**src/rtl/negation_pkg.sv**
```systemverilog
// negation_pkg: shared mode encoding and constants for the negation pipeline
package negation_pkg;
  typedef enum logic [1:0] {MODE_NOT, MODE_NEG, MODE_ABS, MODE_PASS} mode_t;
  localparam int MAX_W = 1024;
  function automatic logic [MAX_W-1:0] min_neg(input int w);
    return MAX_W'(1) << (w - 1);
  endfunction
endpackage

```
**src/rtl/negation_pipe_reg.sv**
```systemverilog
// negation_pipe_reg: one valid/ready register slice that can accept and drain in the same cycle
module negation_pipe_reg #(
  parameter int DATA_W = 8
) (
  input  logic              clk,
  input  logic              rst,
  input  logic              in_valid,
  output logic              in_ready,
  input  logic [DATA_W-1:0] in_data,
  output logic              out_valid,
  input  logic              out_ready,
  output logic [DATA_W-1:0] out_data
);
  assign in_ready = !out_valid || out_ready;
  // load whenever empty or draining; data only moves on a real transfer
  always_ff @(posedge clk) begin
    if (rst) begin
      out_valid <= 1'b0;
      out_data  <= '0;
    end else if (in_ready) begin
      out_valid <= in_valid;
      if (in_valid) out_data <= in_data;
    end
  end
endmodule

```
**src/rtl/negation_unit_pipe.sv**
```systemverilog
// negation_unit_pipe: two-stage NOT/NEG/ABS/PASS unit with the negate carry split across stages
module negation_unit_pipe
  import negation_pkg::*;
#(
  parameter int WIDTH = 64,
  parameter int LO_W  = 32
) (
  input  logic             clk,
  input  logic             rst,
  input  logic             in_valid,
  output logic             in_ready,
  input  logic [WIDTH-1:0] in_a,
  input  mode_t            in_mode,
  output logic             out_valid,
  input  logic             out_ready,
  output logic [WIDTH-1:0] out_c,
  output logic             out_ovf,
  output logic             out_zero
);
  localparam int HI_W = WIDTH - LO_W;
  localparam logic [MAX_W-1:0] MN_FULL = min_neg(WIDTH);
  localparam logic [WIDTH-1:0] MIN_NEG = MN_FULL[WIDTH-1:0];
  logic             neg, inv, carry, ovf_c;
  logic [LO_W-1:0]  lo;
  logic [HI_W-1:0]  hi_cond;
  logic             s1_ready, s1_valid, s2_ready, s2_valid;
  logic             s1_ovf, s1_neg, s1_carry;
  logic [HI_W-1:0]  s1_hi;
  logic [LO_W-1:0]  s1_lo;
  logic [WIDTH-1:0] c;
  // stage 1: condition the operand, finish the low slice and keep its carry
  always_comb begin
    neg = in_mode == MODE_NEG || (in_mode == MODE_ABS && in_a[WIDTH-1]);
    inv = neg || in_mode == MODE_NOT;
    {carry, lo} = {1'b0, inv ? ~in_a[LO_W-1:0] : in_a[LO_W-1:0]} + (LO_W+1)'(neg);
    hi_cond = inv ? ~in_a[WIDTH-1:LO_W] : in_a[WIDTH-1:LO_W];
    ovf_c = (in_mode == MODE_NEG || in_mode == MODE_ABS) && in_a == MIN_NEG;
  end
  negation_pipe_reg #(.DATA_W(WIDTH + 3)) u_s1 (
    .clk(clk),
    .rst(rst),
    .in_valid(in_valid),
    .in_ready(s1_ready),
    .in_data({ovf_c, neg, carry, hi_cond, lo}),
    .out_valid(s1_valid),
    .out_ready(s2_ready),
    .out_data({s1_ovf, s1_neg, s1_carry, s1_hi, s1_lo})
  );
  // stage 2: ripple the stored carry into the high slice
  always_comb c = {s1_hi + HI_W'(s1_neg & s1_carry), s1_lo};
  negation_pipe_reg #(.DATA_W(WIDTH + 2)) u_s2 (
    .clk(clk),
    .rst(rst),
    .in_valid(s1_valid),
    .in_ready(s2_ready),
    .in_data({s1_ovf, c == '0, c}),
    .out_valid(s2_valid),
    .out_ready(out_ready),
    .out_data({out_ovf, out_zero, out_c})
  );
  assign in_ready  = s1_ready || rst;
  assign out_valid = s2_valid && !rst;
endmodule

```
**config.mk**
```make
export PLATFORM = sky130hd
export DESIGN_NAME = negation_unit_pipe
export DESIGN_NICKNAME = d
export VERILOG_FILES = /design/src/rtl/negation_pkg.sv /design/src/rtl/negation_pipe_reg.sv /design/src/rtl/negation_unit_pipe.sv
export SDC_FILE = /design/constraint.sdc
export NUM_CORES = 1
export LEC_CHECK = 0
export CORE_UTILIZATION = 30
export DETAILED_ROUTE_END_ITERATION = 10
export PLACE_DENSITY_LB_ADDON = 0.2
export SLEW_MARGIN = 25
export SYNTH_ARGS = -nofsm -noshare
export SYNTH_HDL_FRONTEND = slang
export SYNTH_SLANG_ARGS = --single-unit
```
**constraint.sdc**
```tcl
create_clock -name clk -period 7.2 [get_ports clk]
set_input_delay 1.8 -clock clk [delete_from_list [all_inputs] [get_ports clk]]
set_output_delay 1.8 -clock clk [all_outputs]
set_load 0.02 [all_outputs]
```
Word level (Yosys, flattened, before mapping) --
Index checks and enable logic that the tools add are counted.
Word-level totals: register bits 135, output and inout port bits 68, input port bits 70
Cells by class: multiplexer cells 2, add/subtract/negate cells 2, reduce and logical (&&, ||, !) cells 16, equal/unequal tests 3, bitwise gates (word level) 3
Operator list (count):
- $eq A64 B64 Y1 const B | 1
- $logic_not A64 Y1 | 1
- $mux W32 | 2
- $not A32 Y32 | 2
- $add A32 B1 Y33 | 1
- $add A32 B1 Y32 | 1
- $logic_or A1 B1 Y1 | 6
- $reduce_and A2 Y1 | 2
- $logic_and A1 B1 Y1 | 3
- $logic_not A1 Y1 | 3
- $eq A2 B1 Y1 const B | 1
- $eq A2 B2 Y1 const B | 1
- $logic_not A2 Y1 | 1
- $and A1 B1 Y1 | 1

Depth between registers and ports, before layout --
depth in word-level cells 6, mapped depth 15

By module --
Synthesis repeated with hierarchy kept, for this count alone.
Unflattened totals: cell total of the unflattened synthesis 987, area total of the unflattened synthesis 9404.0 µm²
By module, submodules not included:
- negation_pipe_reg at u_s2 | area an instance 3592.2 µm², seq. area each 1341.3 µm², cells an instance 305, times used 1
- negation_pipe_reg at u_s1 | area an instance 3170.5 µm², seq. area each 1361.3 µm², cells an instance 310, times used 1
- negation_unit_pipe | area an instance 2641.3 µm², seq. area each 0.0 µm², cells an instance 372, times used 1

Worst setup path before layout --
OpenSTA, ideal clock, no wires.
path kind input to register, from input port in_mode[0], to register u_s1.out_data[26], library setup time 120 ps, path slack 1542 ps, cell stages on the path 15, required time 7080 ps, arrival time 5538 ps, path through inv_1 -> ha_1 -> a211oi_1 -> clkbuf_1 -> buf_2 -> buf_2 -> xnor2_1 -> ha_1 -> nand4_1 -> or4_1 -> a222oi_1 -> buf_4 -> a31oi_1 -> o221a_1 -> a211o_1
Between the ends: longest elaborated chain between the ends 6, elaborated cells between the ends (all ways) 8, classes of those cells add/sub: 1; eq/ne: 2; mux: 1; reduce/logical: 4
RTL lines:
- start, declared | RTL line negation_unit_pipe.sv:13 | input mode_t in_mode,
- $eq A2 B2 Y1 | RTL line negation_unit_pipe.sv:33 | neg = in_mode == MODE_NEG || (in_mode == MODE_ABS && in_a[WIDTH-1]);
- $logic_and A1 B1 Y1 | RTL line negation_unit_pipe.sv:33
- $logic_or A1 B1 Y1 | RTL line negation_unit_pipe.sv:33
- $logic_or A1 B1 Y1 | RTL line negation_unit_pipe.sv:34 | inv = neg || in_mode == MODE_NOT;
- $mux W32 | RTL line negation_unit_pipe.sv:35 | {carry, lo} = {1'b0, inv ? ~in_a[LO_W-1:0] : in_a[LO_W-1:0]} + (LO_W+1)'(neg);
- $add A32 B1 Y33 * | RTL line negation_unit_pipe.sv:35
- end signal, assigned | RTL line negation_pipe_reg.sv:22 | if (in_valid) out_data <= in_data;
- end, declared | RTL line negation_pipe_reg.sv:12 | output logic [DATA_W-1:0] out_data
Mark *: on every way between the ends. The rest lies on a longest branch, timed or not. A chain may end at the register's enable or synchronous reset.

Worst setup path in the final report --
from input port out_ready, to output port in_ready
Between the ends: longest elaborated chain between the ends 3
RTL lines:
- start, declared | RTL line negation_unit_pipe.sv:15 | input logic out_ready,
- $logic_or A1 B1 Y1 (2 in series) | RTL line negation_pipe_reg.sv:14 | assign in_ready = !out_valid || out_ready;
- $logic_or A1 B1 Y1 | RTL line negation_unit_pipe.sv:61 | assign in_ready = s1_ready || rst;
- end, declared | RTL line negation_unit_pipe.sv:11 | output logic in_ready,
No other way between the ends.

==> out/results.ini <==
[status]
status=finished with violations
violations=design-rule violations

[drt]
dr.first_iter.drc_count=555
viasPerCell=5.10
drtPass1Iterations=8
routed_wl_mm=23.2
wl_per_cell_um=16.7
vias=7115
drc_errors=3
final_antenna_net_count=0

[logic_synthesis]
synth_edf_count=0
synthArstFlopShare_pct=0
ys_seq_area_share_pct=36.5
syn_area_um2=7410
ys.flop_type=dfxtp_1
syn_area_per_cell_um2=7.66
synthCells=968
synth_cell_types=62
synth_seq_cells=135
synthesis.nets=1044
yosysWarningCount=0

[worst_setup_path]
reg2reg_slack_ns=4.27
critPathCaptureType=primary output
critPathTopFamily=buffers and inverters
critPathRequiredTime_ns=5.40
cpMostUsedCell=clkdlybuf4s50_1
critPathSlowestCell=clkdlybuf4s50_1
cp_num_cells=4
critPathLaunchType=input pin
crit_start=out_ready
critPathMaxStageDelay_ns=0.57
cp_cell_sequence=clkdlybuf4s50_1 > nor2b_1 > nand3_1 > clkdlybuf4s50_1
crit_arrival_ns=3.39
critPathMaxFanout=6
cp_num_buf_inv=2
worstSetupPathType=input pin to primary output
worstRegToRegCells=6
r2r_start=u_s1.out_data[39]
r2r-end=u_s2.out_data[64]

[sta]
fmax_ghz=0.193
rsz0062_at_grt=no
timing.final.crit_share_pct=72.1
setup_tns_ns=0
relSlewSlack_pct=29.9
drv_slew=0
final-hold-violation-count=0
finalCriticalPeriod_ns=5.19
clock_skew_ns=0.00633
final-setup-viol-count=0
worst-slew-pin-transition_ns=1.04

[finish]
final_cells=1394
areaGrowthSynthToFinish_pct=30.2
layout_common_cells=nand2_1, clkdlybuf4s50_1, dfxtp_1
final_nets=1133
post-route-util_pct=39.8
mostFrequentLayoutCell=nand2_1
drive_gt1_share_pct=5.33
antenna_cells=0

[place]
place_inst=1362
io_buffers=137
gp_congestion=0.834
dp_hpwl_mm=16.9

[power_and_ir_drop]
pwr-share-seq_pct=38.7
clockPowerShare_pct=44.2
combPwrFrac_pct=17.1
p_int_mw=1.59
pwr_density_cell_nw_per_um2=228
p_sw_mw=0.609
ir_drop_v=0.000154
netSwitchingFraction_pct=27.6
leakage_nw=3.24

[clock_network]
ctsHoldBuffers=0
htree_levels=4
clk_latency_ns=0.42
cts_setup_buffers=0
post_cts_resized=0
clock_path_buffers=2
path_clk_slew_ns=0.06
cts_root_buf=clkbuf_16
cts_tree=yes
cts_sinks=135
cts_made_buffers=17

[floorplanning]
dieWidth_um=159
die_y_um=159
io_pins=138
design.core.area_um2=24200
die_area_um2=25300
std_cell_rows=57
start_util_pct=30.6

[grt]
grt_first_pass_wirelength_mm=36.8
grt_antenna_before_repair=0
grt_max_degree=101
grt-ovfl-total=0
grt_pass1_vias=6543
track_usage_pct=18.3

[hold_path]
min_path_cells=2
hp-class=flop to flop
hold_end=u_s1.out_data[64]
hold_start=u_s1.out_data[64]

[job]
cap_viol_max_count=0

[cell families after synthesis]
group | share of synthesized area, %
compound gates | 18.7
xor+xnor | 11.1
fa+ha+maj | 1.01
buf+inv | 4.90
flops | 36.5
mux | 0.540
simple gates | 27.3
[area by class of cell]
cell class	count	area (um^2)
clock buffers	18	439
fillers	2548	14600
flip-flops and latches	135	2700
repair buffers	146	1440
inverters	16	60.1
multi-input cells	741	4380
clock inverters	14	220
well taps	324	405
[synth_stat cells (all sizes together), types with 3 or more instances]
library cell	instances	area share, %
inv	16	0.81
xnor2	80	9.5
o22ai	6	0.51
o2111ai	4	0.47
dfxtp	135	36
or4	10	1.1
and3	22	1.9
xor2	14	1.7
nand3	22	1.5
mux2i	4	0.54
or2	3	0.25
nor2b	4	0.34
o31ai	4	0.41
nor3	28	2.0
clkbuf	51	2.6
a21oi	95	6.4
and2	3	0.25
nor4	30	2.6
ha	6	1.0
nand4	27	2.3
o21ai	19	1.3
a211o	5	0.59
a21o	3	0.30
nor2	67	3.4
nand2	181	9.2
a311oi	8	0.95
buf	25	1.5
a211oi	39	4.0
or3	8	0.68
a31oi	6	0.51
and4	5	0.59
a31o	5	0.59
[worst min-delay path, delay by kind of cell (launching register included)]
kind	cells	cell delay (ns)
AO/OA/AOI/OAI	1	0.05
AND/OR/NAND/NOR	1	0.05
flip-flops	1	0.30
[registers in the layout (all words and copies together), names as in the netlist]
name,cells
u_s1.out_valid,1
u_s1.out_data,67
u_s2.out_valid,1
u_s2.out_data,66
[power groups by stage]
stage / Clock (mW) / Combinational (mW) / Sequential (mW)
floorplan: 0 / 0.227 / 0.861
CTS: 0.989 / 0.378 / 0.853
global placement: 0 / 0.375 / 0.869
global route: 1.02 / 0.413 / 0.860
finish: 0.973 / 0.377 / 0.853
detailed placement: 0 / 0.376 / 0.869
[per-stage QoR]
step	instance area (um^2)	total power, mW	hold slack [ns]	worst slack [ns]
finish	9650	2.20	0.447	2.01
global route	9650	2.29	0.469	1.89
CTS	9640	2.22	0.448	1.99
detailed placement	8980	1.25	0.440	1.99
global placement	8980	1.24	0.436	2.02
floorplan	7410	1.09	0.427	1.54
[worst max-delay path by stage]
| stage | endpoint | slack (ns) |
|---|---|---|
| 6_report | in_ready | 2.01 |
| 5_1_grt | in_ready | 1.89 |
| 4_1_cts | in_ready | 1.99 |
| 3_5_place_dp | u_s1.out_data[26] | 1.99 |
| 3_3_place_gp | in_ready | 2.02 |
| 2_1_floorplan | u_s1.out_data[26] | 1.54 |
[routing by layer]
| metal | up-vias | share of wire, % | track usage, % |
|---|---|---|---|
| li1 | 3630 | - | - |
| met1 | 3283 | 52 | 27.3 |
| met2 | 187 | 42 | 26.8 |
| met3 | 15 | 5.2 | 3.44 |
| met4 | 0 | 0.69 | 4.20 |
| met5 | - | 0 | 0 |
Power figures use the tool's default switching activity.
